File: src/rtl/root_to_bcd.sv
// Fixed-point square-root result (8.8) to four BCD digits II.FF via shift-add scaling and double dabble.
// Define ROOT_TO_BCD_ROUND_EN to round the hundredths to nearest instead of truncating.
module root_to_bcd (
    input  logic        clk,
    input  logic        reset,
    input  logic        in_valid,
    output logic        in_ready,
    input  logic [15:0] root,
    output logic        out_valid,
    input  logic        out_ready,
    output logic [15:0] bcd,
    output logic        sat
);
    localparam int VW = 11;
    localparam int SW = 16 + VW;
    localparam logic [3:0] LAST_IT = 4'd10;

    typedef enum logic [1:0] {IDLE, CALC, SHIFT, DONE} state_t;

    state_t        state_q, state_d;
    logic [15:0]   root_q, root_d;
    logic [SW-1:0] shreg_q, shreg_d;
    logic [3:0]    cnt_q, cnt_d;
    logic [15:0]   bcd_q, bcd_d;
    logic          sat_q, sat_d;

    logic [14:0]   frac_x100;
    logic [14:0]   frac_sum;
    logic [6:0]    hund;
    logic [10:0]   int_x100;
    logic [VW-1:0] value;
    logic [SW-1:0] dabbled;

    // x*100 = x*64 + x*32 + x*4
    always_comb begin
        frac_x100 = ({7'd0, root_q[7:0]} << 6) + ({7'd0, root_q[7:0]} << 5)
                  + ({7'd0, root_q[7:0]} << 2);
`ifdef ROOT_TO_BCD_ROUND_EN
        frac_sum  = frac_x100 + 15'd128;
`else
        frac_sum  = frac_x100;
`endif
        hund      = 7'(frac_sum >> 8);
        int_x100  = ({7'd0, root_q[11:8]} << 6) + ({7'd0, root_q[11:8]} << 5)
                  + ({7'd0, root_q[11:8]} << 2);
        value     = int_x100 + {4'd0, hund};
    end

    // One double-dabble step: correct each BCD nibble, then shift the whole register.
    always_comb begin
        dabbled = shreg_q;
        for (int i = 0; i < 4; i++) begin
            if (shreg_q[VW+4*i +: 4] >= 4'd5)
                dabbled[VW+4*i +: 4] = shreg_q[VW+4*i +: 4] + 4'd3;
        end
        dabbled = dabbled << 1;
    end

    always_comb begin
        state_d = state_q;
        root_d  = root_q;
        shreg_d = shreg_q;
        cnt_d   = cnt_q;
        bcd_d   = bcd_q;
        sat_d   = sat_q;
        case (state_q)
            IDLE: begin
                if (in_valid) begin
                    root_d  = root;
                    state_d = CALC;
                end
            end
            CALC: begin
                shreg_d = {16'd0, value};
                cnt_d   = 4'd0;
                state_d = SHIFT;
            end
            SHIFT: begin
                shreg_d = dabbled;
                cnt_d   = cnt_q + 4'd1;
                // Last iteration lands the digits straight into the output register.
                if (cnt_q == LAST_IT) begin
                    state_d = DONE;
                    sat_d   = |root_q[15:12];
                    bcd_d   = (|root_q[15:12]) ? 16'h9999 : dabbled[SW-1:VW];
                end
            end
            DONE: begin
                if (out_ready)
                    state_d = IDLE;
            end
            default: state_d = IDLE;
        endcase
    end

    always_ff @(posedge clk or posedge reset) begin
        if (reset) begin
            state_q <= IDLE;
            root_q  <= '0;
            shreg_q <= '0;
            cnt_q   <= '0;
            bcd_q   <= '0;
            sat_q   <= 1'b0;
        end else begin
            state_q <= state_d;
            root_q  <= root_d;
            shreg_q <= shreg_d;
            cnt_q   <= cnt_d;
            bcd_q   <= bcd_d;
            sat_q   <= sat_d;
        end
    end

    assign in_ready  = (state_q == IDLE);
    assign out_valid = (state_q == DONE);
    assign bcd       = bcd_q;
    assign sat       = sat_q;

endmodule

File: config.mk
export PLATFORM = sky130hd
export DESIGN_NAME = root_to_bcd
export DESIGN_NICKNAME = d
export VERILOG_FILES = /design/src/rtl/root_to_bcd.sv
export SDC_FILE = /design/constraint.sdc
export NUM_CORES = 1
export LEC_CHECK = 0
export CAP_MARGIN = 0
export CORE_MARGIN = 8
export CORE_UTILIZATION = 30
export DETAILED_ROUTE_END_ITERATION = 7
export GPL_ROUTABILITY_DRIVEN = 0
export PLACE_DENSITY = 0.49
export SLEW_MARGIN = 20
export SYNTH_ARGS = -nofsm -noshare
export SYNTH_HDL_FRONTEND = slang
export SYNTH_SLANG_ARGS = --single-unit
File: constraint.sdc
create_clock -name clk -period 10.55 [get_ports clk]
set_input_delay 1.5825 -clock clk [delete_from_list [all_inputs] [get_ports clk]]
set_output_delay 1.5825 -clock clk [all_outputs]
set_load 0.05 [all_outputs]
==> flow_summary.html <==
<table>
<tr><th>Metric</th><th>Value</th></tr>
<tr><th colspan="2">Run status</th></tr>
<tr><td>Status</td><td>completed</td></tr>
<tr><th colspan="2">Hold path</th></tr>
<tr><td>Hold_sp</td><td>bcd[9]</td></tr>
<tr><td>End point of the most critical hold path</td><td>bcd[9]</td></tr>
<tr><td>Classification of the worst-slack hold path</td><td>register to register</td></tr>
<tr><td>Hold Path Cell Cnt</td><td>2</td></tr>
<tr><th colspan="2">Synthesis</th></tr>
<tr><td>Post-synth EDFFs</td><td>0</td></tr>
<tr><td>Synth Warn #</td><td>0</td></tr>
<tr><td>Flip-flop cell with the highest count after synthesis</td><td>sky130_fd_sc_hd__dfrtp_1</td></tr>
<tr><td>Post-Syn Nets</td><td>440</td></tr>
<tr><td>Post-synthesis register bit count</td><td>66</td></tr>
<tr><td>Count of unique library cells instantiated by Yosys</td><td>47</td></tr>
<tr><td>Number of cells produced by synthesis</td><td>377</td></tr>
<tr><td>Portion of the post-synthesis area used by sequential elements</td><td>0.431</td></tr>
<tr><td>Async SR Flop Fraction</td><td>1.00</td></tr>
<tr><td>Synth Area per Inst</td><td>10.2 sq um</td></tr>
<tr><td>Area of the mapped netlist</td><td>3830 sq um</td></tr>
<tr><th colspan="2">Die</th></tr>
<tr><td>DIE HEIGHT</td><td>129 um</td></tr>
<tr><td>Placeable core area</td><td>12600 sq um</td></tr>
<tr><td>I/O pins</td><td>39</td></tr>
<tr><td>DIE WIDTH</td><td>129 um</td></tr>
<tr><td>Starting density of the core</td><td>0.305</td></tr>
<tr><td>Floorplan die area</td><td>16600 sq um</td></tr>
<tr><td># rows</td><td>41</td></tr>
<tr><th colspan="2">Clock network</th></tr>
<tr><td>Total of hold buffers inserted after clock tree synthesis</td><td>0</td></tr>
<tr><td>Clock slew at reported path FFs</td><td>0.06 ns</td></tr>
<tr><td>CTS tree</td><td>done</td></tr>
<tr><td>Sink Count</td><td>66</td></tr>
<tr><td>Count of buffers added by post-CTS timing repair for setup</td><td>0</td></tr>
<tr><td>Post-CTS sizing</td><td>0</td></tr>
<tr><td>Number of CTS-inserted buffers</td><td>9</td></tr>
<tr><td>Htree depth</td><td>3</td></tr>
<tr><td>Root Buffer</td><td>sky130_fd_sc_hd__clkbuf_16</td></tr>
<tr><td>Clock Path Buffers</td><td>2</td></tr>
<tr><td>Insertion delay of the later-clocked pin in the worst-skew pair</td><td>0.33 ns</td></tr>
<tr><th colspan="2">Detailed routing</th></tr>
<tr><td>Drt initial violations</td><td>169</td></tr>
<tr><td>Number of detailed-route iterations in the first pass</td><td>4</td></tr>
<tr><td>Antenna viol nets, final</td><td>0</td></tr>
<tr><td>Total wirelength of the detailed-routed design</td><td>8230 um</td></tr>
<tr><td>Drt wl/cell</td><td>13.9 um</td></tr>
<tr><td>DR vias</td><td>2754</td></tr>
<tr><td># DRC</td><td>0</td></tr>
<tr><td>Drt via density</td><td>4.64</td></tr>
<tr><th colspan="2">Cells and area</th></tr>
<tr><td>Antenna diode count</td><td>0</td></tr>
<tr><td>Most common cell after layout, fill and taps aside</td><td>sky130_fd_sc_hd__dfrtp_1</td></tr>
<tr><td>Fraction of final layout cells with drive strength greater than 1</td><td>0.112</td></tr>
<tr><td>Layout-stage area growth over the synthesis result</td><td>22.8%</td></tr>
<tr><td>Top library cells by usage in the layout, fill and taps aside</td><td>sky130_fd_sc_hd__dfrtp_1 (66), sky130_fd_sc_hd__inv_1 (38), sky130_fd_sc_hd__clkdlybuf4s50_1 (38)</td></tr>
<tr><td>Net total in the final layout</td><td>479</td></tr>
<tr><th colspan="2">Global routing</th></tr>
<tr><td>Wire length of the first global-routing pass</td><td>13900 um</td></tr>
<tr><td>Via count of the first global-routing pass</td><td>2865</td></tr>
<tr><td>GRT Total Usage</td><td>0.106</td></tr>
<tr><td>Antenna violations before repair</td><td>0</td></tr>
<tr><td>Largest net degree at the start of global routing</td><td>67</td></tr>
<tr><td>Aggregate global routing overflow</td><td>0</td></tr>
<tr><th colspan="2">Run</th></tr>
<tr><td>Max Cap Viol</td><td>0</td></tr>
<tr><th colspan="2">Critical path</th></tr>
<tr><td>Worst Reg2Reg Path Length in Cells</td><td>13</td></tr>
<tr><td>Source of the worst register-to-register timing path</td><td>root_q[5]</td></tr>
<tr><td>Required time at the worst-slack endpoint</td><td>10.75 ns</td></tr>
<tr><td>Classification of the worst setup path</td><td>register to register</td></tr>
<tr><td>Worst path arrival time</td><td>4.13 ns</td></tr>
<tr><td>Setup slack of the most critical reg-to-reg path</td><td>6.62 ns</td></tr>
<tr><td>Kind of end point of the critical path</td><td>register</td></tr>
<tr><td>Setup crit start kind</td><td>register</td></tr>
<tr><td>RR Endpoint</td><td>shreg_q[9]</td></tr>
<tr><td>Top fanout value on the critical path</td><td>4</td></tr>
<tr><th colspan="2">STA</th></tr>
<tr><td>Ratio of final minimum period to clock period</td><td>0.373</td></tr>
<tr><td>Final-report max-slew violation count</td><td>0</td></tr>
<tr><td>Tmin final</td><td>3.93 ns</td></tr>
<tr><td>Actual transition at the worst max-transition pin</td><td>0.839 ns</td></tr>
<tr><td>Setup Skew</td><td>0.00568 ns</td></tr>
<tr><td>Setup repair after global routing missed its margin</td><td>false</td></tr>
<tr><td>Final-report hold violation count</td><td>0</td></tr>
<tr><td>Fin Setup TNS</td><td>0 ns</td></tr>
<tr><td>Final setup violation count</td><td>0</td></tr>
<tr><td>Worst slew margin relative to its limit</td><td>0.438</td></tr>
<tr><td>Fmax</td><td>254 MHz</td></tr>
<tr><th colspan="2">Place</th></tr>
<tr><td>Number of input and output port buffers inserted</td><td>38</td></tr>
<tr><td>Post-DP HPWL</td><td>5900 um</td></tr>
</table>
-- cell families after synthesis --
kind of cell / count (synthesis) / synth area share
buffers and inverters: 52 / 0.0539
DFF: 66 / 0.431
muxes: 23 / 0.0666
xor gates and xnor gates: 7 / 0.0160
AOI/OAI and AO/OA: 96 / 0.160
and+or+nand+nor: 90 / 0.119
adders and majority gates: 43 / 0.154
-- per-layer routing --
metal | vias up | track usage | part of all wire | routed length [um]
met5 | - | 0 | 0 | 0
li1 | 1389 | - | - | -
met2 | 45 | 0.174 | 0.48 | 3950
met3 | 5 | 0.0320 | 0.043 | 356
met1 | 1315 | 0.130 | 0.47 | 3880
met4 | 0 | 0.0332 | 0.0056 | 46
-- cells in the mapped netlist, types with 2 or more instances --
cell type / instances / area, sq um
sky130_fd_sc_hd__nor2_1: 29 / 109
sky130_fd_sc_hd__a21oi_1: 28 / 140
sky130_fd_sc_hd__nor2b_1: 6 / 37.5
sky130_fd_sc_hd__nor3_1: 3 / 15.0
sky130_fd_sc_hd__ha_1: 36 / 450
sky130_fd_sc_hd__xnor2_1: 6 / 52.6
sky130_fd_sc_hd__or2_2: 3 / 18.8
sky130_fd_sc_hd__nand2b_1: 5 / 31.3
sky130_fd_sc_hd__o31ai_1: 4 / 30.0
sky130_fd_sc_hd__a31oi_1: 3 / 18.8
sky130_fd_sc_hd__nor3b_1: 7 / 52.6
sky130_fd_sc_hd__o211ai_1: 3 / 22.5
sky130_fd_sc_hd__fa_1: 7 / 140
sky130_fd_sc_hd__o21a_1: 4 / 30.0
sky130_fd_sc_hd__o22ai_1: 14 / 87.6
sky130_fd_sc_hd__mux2i_1: 3 / 30.0
sky130_fd_sc_hd__a21o_1: 4 / 30.0
sky130_fd_sc_hd__a211oi_1: 3 / 22.5
sky130_fd_sc_hd__o21ai_0: 22 / 110
sky130_fd_sc_hd__dfrtp_1: 66 / 1650
sky130_fd_sc_hd__buf_2: 6 / 30.0
sky130_fd_sc_hd__a32o_1: 3 / 30.0
sky130_fd_sc_hd__nand2_1: 23 / 86.3
sky130_fd_sc_hd__nand3_1: 5 / 25.0
sky130_fd_sc_hd__mux2_2: 20 / 225
sky130_fd_sc_hd__nor3_2: 2 / 20.0
sky130_fd_sc_hd__inv_1: 39 / 146
sky130_fd_sc_hd__clkbuf_1: 4 / 15.0
-- state kept, by name, indices dropped and copies added (netlist names) --
name,count
root_q,16
state_q,2
cnt_q,4
sat,1
bcd,16
shreg_q,27
-- worst max-delay path: stages, from the launching register on --
cell	delay (ns)
sky130_fd_sc_hd__dfrtp_1	0.43
sky130_fd_sc_hd__fa_1	0.50
sky130_fd_sc_hd__ha_1	0.32
sky130_fd_sc_hd__nand4b_2	0.15
sky130_fd_sc_hd__a2111oi_4	0.43
sky130_fd_sc_hd__a31oi_1	0.15
sky130_fd_sc_hd__xor2_1	0.17
sky130_fd_sc_hd__fa_1	0.49
sky130_fd_sc_hd__inv_1	0.04
sky130_fd_sc_hd__ha_1	0.33
sky130_fd_sc_hd__nor2b_1	0.17
sky130_fd_sc_hd__o31ai_1	0.34
sky130_fd_sc_hd__a2111o_1	0.21
sky130_fd_sc_hd__o211ai_1	0.08
-- through the flow --
step / hold WS (ns) / cell area [sq um] / util / instances / setup slack [ns]
2_1_floorplan: 0.451 / 3830 / - / 377 / 6.90
3_3_place_gp: 0.462 / 4390 / 0.349 / 577 / 6.67
3_5_place_dp: 0.470 / 4390 / 0.349 / 577 / 6.60
4_1_cts: 0.483 / 4710 / 0.375 / 593 / 6.59
5_1_grt: 0.522 / 4710 / 0.375 / 593 / 6.30
6_report: 0.475 / 4710 / 0.375 / 593 / 6.62
-- how the worst max path moves through the flow --
stage / startpoint / end / slack, ns / depth (start not counted)
after CTS: root_q[5] / shreg_q[9] / 6.59 / 13
after global placement: root_q[5] / shreg_q[9] / 6.67 / 13
after detailed placement: root_q[5] / shreg_q[9] / 6.60 / 13
after floorplan: root_q[5] / shreg_q[9] / 6.90 / 13
after global routing: root_q[5] / shreg_q[7] / 6.30 / 13
final: root_q[5] / shreg_q[9] / 6.62 / 13
-- area by class of cell --
cell class	count	area [sq um]
Clock inverter	4	73.8
Multi-Input combinational cell	259	1970
Inverter	40	150
Tap cell	172	215
Clock buffer	12	246
Fill cell	1272	7860
Sequential cell	66	1650
Timing Repair Buffer	40	395
Power is left out: the tool's default activity adds up to more than one toggle a clock period on the data nets, which glitch-free logic cannot reach.
